## config.mk

```make
export PLATFORM = sky130hd
export DESIGN_NAME = burst_scheduler
export DESIGN_NICKNAME = d
export VERILOG_FILES = /design/src/rtl/burst_scheduler.sv
export SDC_FILE = /design/constraint.sdc
export NUM_CORES = 1
export LEC_CHECK = 0
export ABC_CLOCK_PERIOD_IN_PS = 2500
export BUFFER_PORTS_ARGS = -buffer_cell sky130_fd_sc_hd__buf_2
export CELL_PAD_IN_SITES_DETAIL_PLACEMENT = 1
export CELL_PAD_IN_SITES_GLOBAL_PLACEMENT = 1
export CORE_MARGIN = 2
export CORE_UTILIZATION = 45
export CTS_CLUSTER_SIZE = 14
export DETAILED_ROUTE_END_ITERATION = 7
export GPL_ROUTABILITY_DRIVEN = 1
export PLACE_DENSITY_LB_ADDON = 0.1
export SLEW_MARGIN = 10
export SYNTH_ARGS = -nofsm -noshare
export SYNTH_HDL_FRONTEND = slang
export SYNTH_SLANG_ARGS = --single-unit
```

## constraint.sdc

```tcl
create_clock -name clk -period 2.5 [get_ports clk]
set_clock_uncertainty 0.1 [all_clocks]
set_input_delay 0.5 -clock clk [delete_from_list [all_inputs] [get_ports clk]]
set_output_delay 0.5 -clock clk [all_outputs]
set_load 0.03 [all_outputs]
```

## src/rtl/burst_scheduler.sv

```systemverilog
// Interrupter burst sequencer for the DRSSTC gate drive: bounds on-time, enforces
// off-time, ends bursts on a feedback zero crossing, and locks out after repeated OCD.
module burst_scheduler #(
   parameter int CLK_MHZ         = 100,
   parameter int ON_US_MAX       = 200,
   parameter int OFF_US_MIN      = 1000,
   parameter int STOP_TIMEOUT_US = 4,
   parameter int FAULT_LIMIT     = 3
) (
   input  logic clk,
   input  logic rst,
   input  logic trig,
   input  logic ocd,
   input  logic fb,
   output logic en_out,
   output logic busy,
   output logic dropped,
   output logic fault
);

   localparam int ON_CYC   = CLK_MHZ * ON_US_MAX;
   localparam int OFF_CYC  = CLK_MHZ * OFF_US_MIN;
   localparam int STOP_CYC = CLK_MHZ * STOP_TIMEOUT_US;
   localparam int MAX_A    = (ON_CYC > OFF_CYC) ? ON_CYC : OFF_CYC;
   localparam int MAX_CYC  = (MAX_A > STOP_CYC) ? MAX_A : STOP_CYC;
   localparam int CW       = (MAX_CYC > 1) ? $clog2(MAX_CYC) : 1;
   localparam int FW       = (FAULT_LIMIT > 0) ? $clog2(FAULT_LIMIT + 1) : 1;

   typedef enum logic [2:0] {S_IDLE, S_ON, S_STOP, S_OFF, S_LOCK} state_t;

   state_t          state, state_nxt;
   logic [CW-1:0]   cnt;
   logic [FW-1:0]   fault_cnt;
   logic [FW-1:0]   fault_cnt_inc;
   logic            ocd_flag;
   logic            trig_q, fb_q;
   logic            trig_rise, fb_fall;
   logic            stop_done, hit_limit;

   assign trig_rise     = trig & ~trig_q;
   assign fb_fall       = ~fb & fb_q;
   assign stop_done     = fb_fall || (cnt == CW'(STOP_CYC - 1));
   assign fault_cnt_inc = fault_cnt + FW'(1);
   // Only an OCD-terminated burst can push the strike count to the limit.
   assign hit_limit     = ocd_flag && (fault_cnt_inc == FW'(FAULT_LIMIT));

   always_ff @(posedge clk) begin
      if (rst) begin
         state     <= S_IDLE;
         cnt       <= '0;
         fault_cnt <= '0;
         ocd_flag  <= 1'b0;
         trig_q    <= 1'b1;
         fb_q      <= 1'b0;
         dropped   <= 1'b0;
      end else begin
         state   <= state_nxt;
         trig_q  <= trig;
         fb_q    <= fb;
         dropped <= trig_rise && (state != S_IDLE);
         if (state_nxt != state)
            cnt <= '0;
         else if (state == S_ON || state == S_STOP || state == S_OFF)
            cnt <= cnt + CW'(1);
         if (state == S_IDLE && trig_rise)
            ocd_flag <= 1'b0;
         else if (state == S_ON && ocd)
            ocd_flag <= 1'b1;
         if (state == S_STOP && stop_done)
            fault_cnt <= ocd_flag ? fault_cnt_inc : '0;
      end
   end

   always_comb begin
      state_nxt = state;
      case (state)
         S_IDLE: if (trig_rise) state_nxt = S_ON;
         S_ON: begin
            if (ocd || cnt == CW'(ON_CYC - 1) || !trig)
               state_nxt = S_STOP;
         end
         S_STOP: if (stop_done) state_nxt = hit_limit ? S_LOCK : S_OFF;
         S_OFF:  if (cnt == CW'(OFF_CYC - 1)) state_nxt = S_IDLE;
         S_LOCK: state_nxt = S_LOCK;
         default: state_nxt = S_IDLE;
      endcase
   end

   // Gate enable stays up through STOP so the burst ends at a current zero crossing.
   always_comb begin
      en_out = 1'b0;
      busy   = 1'b0;
      fault  = 1'b0;
      case (state)
         S_ON, S_STOP: begin
            en_out = 1'b1;
            busy   = 1'b1;
         end
         S_OFF:  busy  = 1'b1;
         S_LOCK: fault = 1'b1;
         default: ;
      endcase
   end

endmodule

```

==> reports/qor.yml, run 1 <==
pre_cts_slack_ps: 342
required_ps: 2650
post_cts_buffers: 0
cp_data_arrival_time_ps: 2330
crit_fanout: 17
path_class: "reg2reg"
seq_area_um2: 520
die_width_um: 59
fill_cells: 338
vias: 1079
tns_ps: 0
maxCapViolCount: 0
ys_top_cells_by_area: "dfxtp_1, xor2_1, nand4_1"
cp-end-kind: "register"
post-route-drc-count: 0
core-area_um2: 2810
finalMaxSlewViolations: 0
tightest_slew_ps: 427
fmax_mhz: 458
place_inst: 188
synth_edf_count: 0
clk_pin_slew_ps: 150
cts_tree: "yes"
cts_num_sinks: 26
power_leakage_nw: 0.494
ctsResizeCount: 0
antenna_left: 0
layout_min_cycle_time_ps: 2180
rsz0062_at_grt: "no"
antenna_found_initial: 0
drive_gt1_frac: 0.174
grt_overflow: 0
grt_pass1_wl_mm: 5.13
numCtsBuffers: 3
synth_cell_types: 37
grt_pass1_vias: 1079
insertion_delay_ps: 330
dpl.hpwl_mm: 2.19
synth_ff_type: "dfxtp_1"
r2r_cells: 7
insertedDiodeCount: 0
wl_mm: 2.96
synth_common_cells: "dfxtp_1, nor2_1, nand2_1"
synthArstFlopShare: 0
start_util: 0.485
design_area_um2: 1460
synth_top_area_frac: 0.382
worstSetupStartpointType: "register"
relSlewSlack: 0.715
finalHoldViolations: 0
ys_seq_elements: 26
hold_class: "in2reg"
avgSynthCellArea_um2: 8.73
grt_usage: 0.196
postCtsHoldBufs: 0
port_buffers: 8
ir_drop_mv: 0.199
finalWeightedCongestion: 0.787
outcome: "complete, no violations"
synth_area_um2: 1360
synth_top_cell_by_area: "dfxtp_1"
die_height_um: 59
ios: 9
synth_nets: 163
hold_depth: 2
h-tree-depth: 1
wl_per_cell_um: 15.4
place_area_um2: 1410
dieArea_um2: 3480
drt-vias-per-instance: 5.62
grt_start_max_net_pins: 18
drt-initial-drc-count: 38
yosysSeqAreaShare: 0.382
drt_pass1_iterations: 4
final_cells: 192
ys_warn_count: 0
worst_slack_ps: 318
num_rows: 19
post-route-period-util: 0.873
clockBufferDepth: 2
power_density_nw_per_um2: 537
yosysMostFrequentCell: "dfxtp_1"
area_growth_syn_to_layout_pct: 7.54
nNetsFinal: 169
synthCells: 156
cts-root-buf: "clkbuf_4"
multi_input_area_um2: 769
finalSetupViolations: 0
-- sequential cells by signal, indices dropped and copies added, names as in the netlist --
signal	cells
dropped	1
fb_q	1
cnt	17
ocd_flag	1
trig_q	1
fault_cnt	2
state	3
-- stage by stage --
| stage | hold slack, ps | total power (W) | utilization |
|---|---|---|---|
| detailed placement | 306 | 0.000499 | 0.503 |
| global placement | 301 | 0.000497 | 0.503 |
| finish | 290 | 0.000787 | 0.522 |
| CTS | 279 | 0.000791 | 0.522 |
| global route | 270 | 0.000817 | 0.522 |
| floorplan | 290 | 0.000483 | - |
-- metal layers --
layer / track usage / wire length (µm)
met3: 0.0284 / 47
met4: 0.0649 / 36
met1: 0.263 / 1430
met2: 0.322 / 1450
met5: 0 / 0
-- report_power, final --
part | total (W) | internal (W) | switching [W]
Clock | 0.000297 | 0.000162 | 0.000135
Sequential | 0.000426 | 0.000420 | 0.00000623
Combinational | 0.0000639 | 0.0000266 | 0.0000373
Total | 0.000787 | 0.000608 | 0.000178
-- kinds of logic (layout without fill, tap and decap cells) --
group                    count (synthesis)  in the layout  share of synthesized area
AO/OA/AOI/OAI                           19             19                      0.113
multiplexers                             1              1                    0.00735
AND/OR/NAND/NOR                         77             77                      0.317
buffers and inverters                   14             19                     0.0524
adder cells (fa/ha/maj)                  2              2                     0.0184
XOR/XNOR                                17             17                      0.109
flip-flops                              26             26                      0.382
-- path summary, 6_finish.rpt --
kind / startpoint / to / slack (ps)
worst max-delay path: state[1] / cnt[8] / 320
worst max register to register: state[1] / cnt[8] / 320
worst min-delay path: trig / trig_q / 290
worst min register to register: trig_q / dropped / 330
-- worst max-delay path, stage by stage, from the launching register on --
cell and delay [ps]:
dfxtp_1 590, nor3b_1 400, nand4_1 200, o21ai_2 250
a2111oi_2 80, a22oi_4 240, buf_12 180, nor2_1 60
-- cell usage in the layout (no fill, tap or decap), types with 2 or more instances in the layout --
cell / synthesis / final
nand4_1: 10 / 10
clkbuf_4: 0 / 3
ha_1: 2 / 2
dfxtp_1: 26 / 26
nor2b_1: 4 / 4
a21oi_1: 4 / 4
buf_2: 3 / 8
nor4b_1: 3 / 3
and3_1: 3 / 3
nand2_1: 12 / 12
nand3b_1: 2 / 2
nor2_2: 9 / 9
xnor2_1: 7 / 7
nor3_1: 6 / 6
xor2_1: 10 / 10
nor2_1: 15 / 15
inv_1: 6 / 6
o211ai_1: 3 / 3
nor3b_1: 2 / 2
o21a_1: 2 / 2
nand3_1: 7 / 7
o21ai_1: 2 / 2
-- area by class of cell --
class                      instances  share of cell area
clock buffer                       3              0.0154
clock inverter                     1              0.0205
inverter                           6              0.0154
multi-input combinational        116               0.526
sequential                        26               0.356
tap                               31              0.0265
timing repair buffer               9              0.0410
(Power assumes the default switching activity.)
==> inputs of run 2 (changes only) <==
--- a/config.mk
+++ b/config.mk
@@ -5,16 +5,18 @@
 export SDC_FILE = /design/constraint.sdc
 export NUM_CORES = 1
 export LEC_CHECK = 0
+export ABC_AREA = 1
 export ABC_CLOCK_PERIOD_IN_PS = 2500
 export BUFFER_PORTS_ARGS = -buffer_cell sky130_fd_sc_hd__buf_2
 export CELL_PAD_IN_SITES_DETAIL_PLACEMENT = 1
 export CELL_PAD_IN_SITES_GLOBAL_PLACEMENT = 1
 export CORE_MARGIN = 2
-export CORE_UTILIZATION = 45
+export CORE_UTILIZATION = 43
 export CTS_CLUSTER_SIZE = 14
 export DETAILED_ROUTE_END_ITERATION = 7
 export GPL_ROUTABILITY_DRIVEN = 1
 export PLACE_DENSITY_LB_ADDON = 0.1
+export SETUP_SLACK_MARGIN = 0.1
 export SLEW_MARGIN = 10
 export SYNTH_ARGS = -nofsm -noshare
 export SYNTH_HDL_FRONTEND = slang
==> reports/qor.yml, run 2 <==
grt_overflow: 0  # unchanged
post-route-drc-count: 0  # unchanged
synth_top_area_frac: 0.368  # -0.0142
insertion_delay_ps: 320  # about the same
dpl.hpwl_mm: 2.53  # +15%
seqPwrFrac: 0.635  # +0.094
layout_min_cycle_time_ps: 2120  # -62.6 ps
drt_pass1_iterations: 4  # unchanged
r2r_cells: 12  # +5
synth_nets: 197  # +21%
clockBufferDepth: 2  # unchanged
relSlewSlack: 0.768  # +0.0533
yosysSeqAreaShare: 0.368  # -0.0142
power_density_nw_per_um2: 441  # -18%
pwr-share-comb: 0.098  # +0.017
synth_common_cells: "nand2_1, nor2_1, dfxtp_1"
grt_pass1_wl_mm: 5.50  # +7.1%
drt-initial-drc-count: 61  # +61%
top_regs: "cnt (17), state (3), fault_cnt (2)"
nNetsFinal: 208  # +23%
finalWeightedCongestion: 0.776  # -1.5%
cts_tree: "yes"
start_util: 0.456  # -0.0296
antenna_left: 0  # unchanged
intPower_w: 0.000495  # -19%
cp-end-kind: "register"
die_height_um: 61.3  # +4.0%
ios: 9  # unchanged
synth_edf_count: 0  # unchanged
cts_num_sinks: 26  # unchanged
largest_register_ffs: 17  # unchanged
wl_per_cell_um: 13.0  # -16%
maxCapViolCount: 0  # unchanged
tightest_slew_ps: 345  # -81.8 ps
synthArstFlopShare: 0  # unchanged
fmax_mhz: 472  # +3.0%
power_leakage_nw: 0.617  # +25%
crit_fanout: 17  # unchanged
worstSetupStartpointType: "register"
tns_ps: 0  # unchanged
path_class: "reg2reg"
antenna_found_initial: 0  # unchanged
dieArea_um2: 3760  # +8.1%
cp_data_arrival_time_ps: 2240  # -90 ps
largest-register: "cnt"
drt-vias-per-instance: 4.86  # -14%
switchingPower_w: 0.000173  # -2.8%
clk_pin_slew_ps: 140  # about the same
h-tree-depth: 1  # unchanged
post_cts_buffers: 0  # unchanged
grt_start_max_net_pins: 18  # unchanged
core-area_um2: 3100  # +11%
rsz0062_at_grt: "no"
synth_cell_types: 28  # -24%
synth_area_um2: 1410  # +3.9%
pwr-share-clk: 0.267  # -0.110
grt_pass1_vias: 1224  # +13%
finalPower_w: 0.000668  # -15%
post-route-period-util: 0.848  # -0.0251
critPathLaunch: "cnt[0]"
finalMaxSlewViolations: 0  # unchanged
area_growth_syn_to_layout_pct: 7.26
r2r_start: "cnt[0]"
sw_frac_of_total: 0.259  # +0.0328
ys_warn_count: 0  # unchanged
grt_usage: 0.200  # +0.00412
hold_class: "in2reg"
numCtsBuffers: 3  # unchanged
drive_gt1_frac: 0.201  # +0.0271
synth_ff_type: "dfxtp_1"
setup.worst_path.end: "cnt[6]"
reg2reg_to: "cnt[6]"
die_width_um: 61.3  # +4.0%
ys_top_cells_by_area: "dfxtp_1, xor2_1, nand2_1"
synthCells: 190  # +22%
wl_mm: 3.16  # +6.6%
rrSetupSlack_ps: 380  # +60 ps
num_rows: 20  # +1
postCtsHoldBufs: 0  # unchanged
finalHoldViolations: 0  # unchanged
ctsResizeCount: 0  # unchanged
final_common_cell: "nand2_1"
yosysMostFrequentCell: "nand2_1"
port_buffers: 8  # unchanged
insertedDiodeCount: 0  # unchanged
avgSynthCellArea_um2: 7.44  # -15%
finalSetupViolations: 0  # unchanged
outcome: "complete, no violations"
cts-root-buf: "clkbuf_4"
vias: 1181  # +9.5%
required_ps: 2620  # -30 ps
ir_drop_mv: 0.259  # +30%
synth_top_cell_by_area: "dfxtp_1"
ys_seq_elements: 26  # unchanged
most-common-layout-cells: "nand2_1, nor2_1, dfxtp_1"
## run 2: changes by cell type in the layout (fill, tap and decap cells not counted), sizes merged, moves of 4 or more
cell and change:
nand3 +6, inv +20, nand4 -7, nor2 +17
nor4b -4, xnor2 -5, nor2b -4, nand2 +24
## run 2: area by class of cell
type                    instances  area (µm²)
fillers                       425        1590
multi-input cells             136         781
flip-flops and latches         26         520
inverters                      26        97.6
well taps                      44        55.1
repair buffers                  8        40.0
clock buffers                   3        22.5
## run 2: power groups by stage
stage	combinational, W	sequential (W)	clock [W]
4_1_cts	0.0000670	0.000424	0.000187
3_5_place_dp	0.0000663	0.000433	0
2_1_floorplan	0.0000536	0.000432	0
6_report	0.0000658	0.000424	0.000178
3_3_place_gp	0.0000647	0.000433	0
5_1_grt	0.0000743	0.000425	0.000210
## run 2: kinds of logic after synthesis
group           share of synthesized area
compound gates                     0.0460
xor+xnor                           0.0929
fa+ha+maj                          0.0177
buf+inv                            0.0796
flops                               0.368
mux                               0.00708
simple gates                        0.388
## run 2: critical path, stage by stage (launching register included)
cell	delay, ps
dfxtp_1	410
ha_1	210
nand3_2	110
nor2_1	150
nand3_1	100
nand2_1	100
nand2_1	100
inv_1	120
nand2_1	110
nand3_1	120
nand2_2	80
nand2_4	230
nor2_1	70
## run 2: through the flow
stage / hold WS, ps / worst slack (ps) / util / std cells / cell area (µm²)
2_1_floorplan: 301 / 762 / - / 190 / 1410
3_3_place_gp: 313 / 581 / 0.481 / 240 / 1490
3_5_place_dp: 318 / 417 / 0.481 / 240 / 1490
4_1_cts: 280 / 361 / 0.489 / 243 / 1520
5_1_grt: 296 / 151 / 0.489 / 243 / 1520
6_report: 281 / 381 / 0.489 / 243 / 1520
## run 2: metal layers
layer / part of all wire / track usage
met5: 0 / 0
met4: 0.0060 / 0.0274
met3: 0.028 / 0.0441
met2: 0.47 / 0.351
met1: 0.50 / 0.258
## run 2: how the worst min path moves through the flow
stage,start,end,slack [ps],cells past startpoint
after CTS,trig,trig_q,280,3
after detailed placement,trig_q,dropped,320,1
after global placement,trig_q,dropped,310,1
final,trig,trig_q,280,3
after floorplan,trig_q,dropped,300,1
after global routing,trig,trig_q,300,3
==> inputs of run 3 (changes only) <==
--- a/config.mk
+++ b/config.mk
@@ -5,13 +5,13 @@
 export SDC_FILE = /design/constraint.sdc
 export NUM_CORES = 1
 export LEC_CHECK = 0
-export ABC_AREA = 1
-export ABC_CLOCK_PERIOD_IN_PS = 2500
+export ABC_AREA = 0
+export ABC_CLOCK_PERIOD_IN_PS = 2100
 export BUFFER_PORTS_ARGS = -buffer_cell sky130_fd_sc_hd__buf_2
 export CELL_PAD_IN_SITES_DETAIL_PLACEMENT = 1
 export CELL_PAD_IN_SITES_GLOBAL_PLACEMENT = 1
 export CORE_MARGIN = 2
-export CORE_UTILIZATION = 43
+export CORE_UTILIZATION = 45
 export CTS_CLUSTER_SIZE = 14
 export DETAILED_ROUTE_END_ITERATION = 7
 export GPL_ROUTABILITY_DRIVEN = 1
==> constraint.sdc (replaced) <==
create_clock -name clk -period 2.1 [get_ports clk]
set_clock_uncertainty 0.1 [all_clocks]
set_input_delay 0.42 -clock clk [delete_from_list [all_inputs] [get_ports clk]]
set_output_delay 0.42 -clock clk [all_outputs]
set_load 0.03 [all_outputs]
==> reports/qor.yml, run 3 (synthesized netlist as in run 1, its figures left out) <==
sw_frac_of_total: 0.255  # -0.00416
clockBufferDepth: 2  # unchanged
relSlewSlack: 0.718  # -0.0503
vias: 1170  # -0.93%
insertion_delay_ps: 320  # about the same
numCtsBuffers: 3  # unchanged
place_area_um2: 1450  # -3.0%
die_height_um: 59  # -3.8%
start_util: 0.485  # +0.0296
core-area_um2: 2810  # -9.6%
crit_chain: "nor4bb_1 -> nand4_1 -> o21ai_2 -> a211oi_2 -> a22oi_4 -> clkbuf_16 -> nor2_2"
path_class: "reg2reg"
finalMaxSlewViolations: 0  # unchanged
cp_data_arrival_time_ps: 2330  # +90 ps
die_width_um: 59  # -3.8%
tightest_slew_ps: 417  # +72.4 ps
cts_num_sinks: 26  # unchanged
dpl.hpwl_mm: 2.34  # -7.4%
wl_mm: 3.58  # +13%
post-route-period-util: 1.05  # +0.204
clk_pin_slew_ps: 130  # about the same
violations: "negative setup slack"
cp-end-kind: "register"
seqPwrFrac: 0.605  # -0.030
num_rows: 19  # -5.0%
grt_usage: 0.204  # +0.00399
hold_class: "in2reg"
top_regs: "cnt (17), state (3), fault_cnt (2)"
cts_tree: "yes"
insertedDiodeCount: 0  # unchanged
cpPeakStageDelay_ps: 440  # +30 ps
power_density_nw_per_um2: 497  # +13%
design_area_um2: 1680  # +11%
port_buffers: 8  # unchanged
required_ps: 2220  # -400 ps
most-common-layout-cells: "dfxtp_1, nand2_1, buf_4"
h-tree-depth: 1  # unchanged
pre_cts_slack_ps: 21.2  # -396 ps
postCtsHoldBufs: 0  # unchanged
grt_pass1_vias: 1220  # -0.33%
dieArea_um2: 3480  # -7.5%
nNetsFinal: 183  # -12%
drive_gt1_frac: 0.345  # +0.144
crit_family: "simple AND/OR/NAND/NOR gates"
ios: 9  # unchanged
cts-root-buf: "clkbuf_4"
crit_slowest_cell: "nor4bb_1"
outcome: "finished with violations"
worstSetupStartpointType: "register"
power_leakage_nw: 0.570  # -7.7%
layout_min_cycle_time_ps: 2210  # +89.2 ps
drt-vias-per-instance: 5.71  # +17%
drt_pass1_iterations: 5  # +1
path_buf_inv: 1  # unchanged
grt_start_max_net_pins: 18  # unchanged
antenna_found_initial: 0  # unchanged
finalSetupViolations: 17  # +17
pwr-share-comb: 0.142  # +0.044
post-route-drc-count: 0  # unchanged
largest_register_ffs: 17  # unchanged
switchingPower_w: 0.000213  # +23%
rsz0062_at_grt: "yes"
finalHoldViolations: 0  # unchanged
final_common_cell: "dfxtp_1"
pwr-share-clk: 0.254  # -0.013
intPower_w: 0.000622  # +26%
drt-initial-drc-count: 26  # -57%
largest-register: "cnt"
worst_slack_ps: -108  # -489 ps
fmax_mhz: 453  # -4.0%
maxCapViolCount: 0  # unchanged
grt_overflow: 0  # unchanged
antenna_left: 0  # unchanged
grt_pass1_wl_mm: 5.39  # -2.0%
fill_cells: 321  # -24%
wl_per_cell_um: 17.4  # +34%
ir_drop_mv: 0.265  # +2.4%
finalWeightedCongestion: 0.789  # +1.8%
crit_fanout: 8  # -9
area_growth_syn_to_layout_pct: 23.4
## run 3: cell types whose count changed in the layout (fill, tap and decap cells not counted), moves of 7 or more
cell     before  now
buf_4         0   12
inv_1        25    6
nand2_1      29   12
nand4_1       3   10
nor2_1       27    7
nor2_4        2    9
## run 3: what timing repair did
| item | CTS | global route |
|---|---|---|
| gates resized for setup | 4 | 25 |
| buffers inserted | 3 | 4 |
| pin swaps | 3 | 19 |
| gates cloned | 0 | 2 |
| setup endpoints to repair | 17 | 19 |
## run 3: path summary, 6_finish.rpt
path	to	from	cells past startpoint	slack [ps]
min reg2reg	dropped	trig_q	1	340
max reg2reg	cnt[0]	cnt[5]	7	-110
max	cnt[0]	cnt[5]	7	-110
min	trig_q	trig	2	220
## run 3: power by group through the flow
stage / clock network [W] / logic (W) / registers (W)
detailed placement: 0 / 0.0000787 / 0.000516
finish: 0.000212 / 0.000118 / 0.000505
CTS: 0.000220 / 0.0000838 / 0.000505
floorplan: 0 / 0.0000616 / 0.000513
global route: 0.000247 / 0.000126 / 0.000507
global placement: 0 / 0.0000773 / 0.000515
## run 3: final cells by class
class / count / area, µm² / share of cell area
timing repair buffer: 23 / 200 / 0.119
clock buffer: 3 / 22.5 / 0.0134
multi-input combinational: 116 / 868 / 0.517
tap: 31 / 38.8 / 0.0231
sequential: 26 / 528 / 0.314
inverter: 6 / 22.5 / 0.0134
## run 3: layer usage
layer,global-route usage,part of all wire,vias up
met5,0,0,-
met2,0.371,0.53,16
met3,0.0328,0.021,7
met1,0.239,0.43,570
met4,0.0714,0.018,0
li1,-,-,577
## run 3: stage by stage
stage	util	cells	hold slack [ps]	TNS, ps	power, W
after detailed placement	0.517	193	314	0	0.000595
after CTS	0.535	199	210	0	0.000808
after floorplan	-	156	290	0	0.000575
after global routing	0.599	205	209	-3190	0.000879
after global placement	0.517	193	301	0	0.000592
final	0.599	205	218	-1350	0.000835
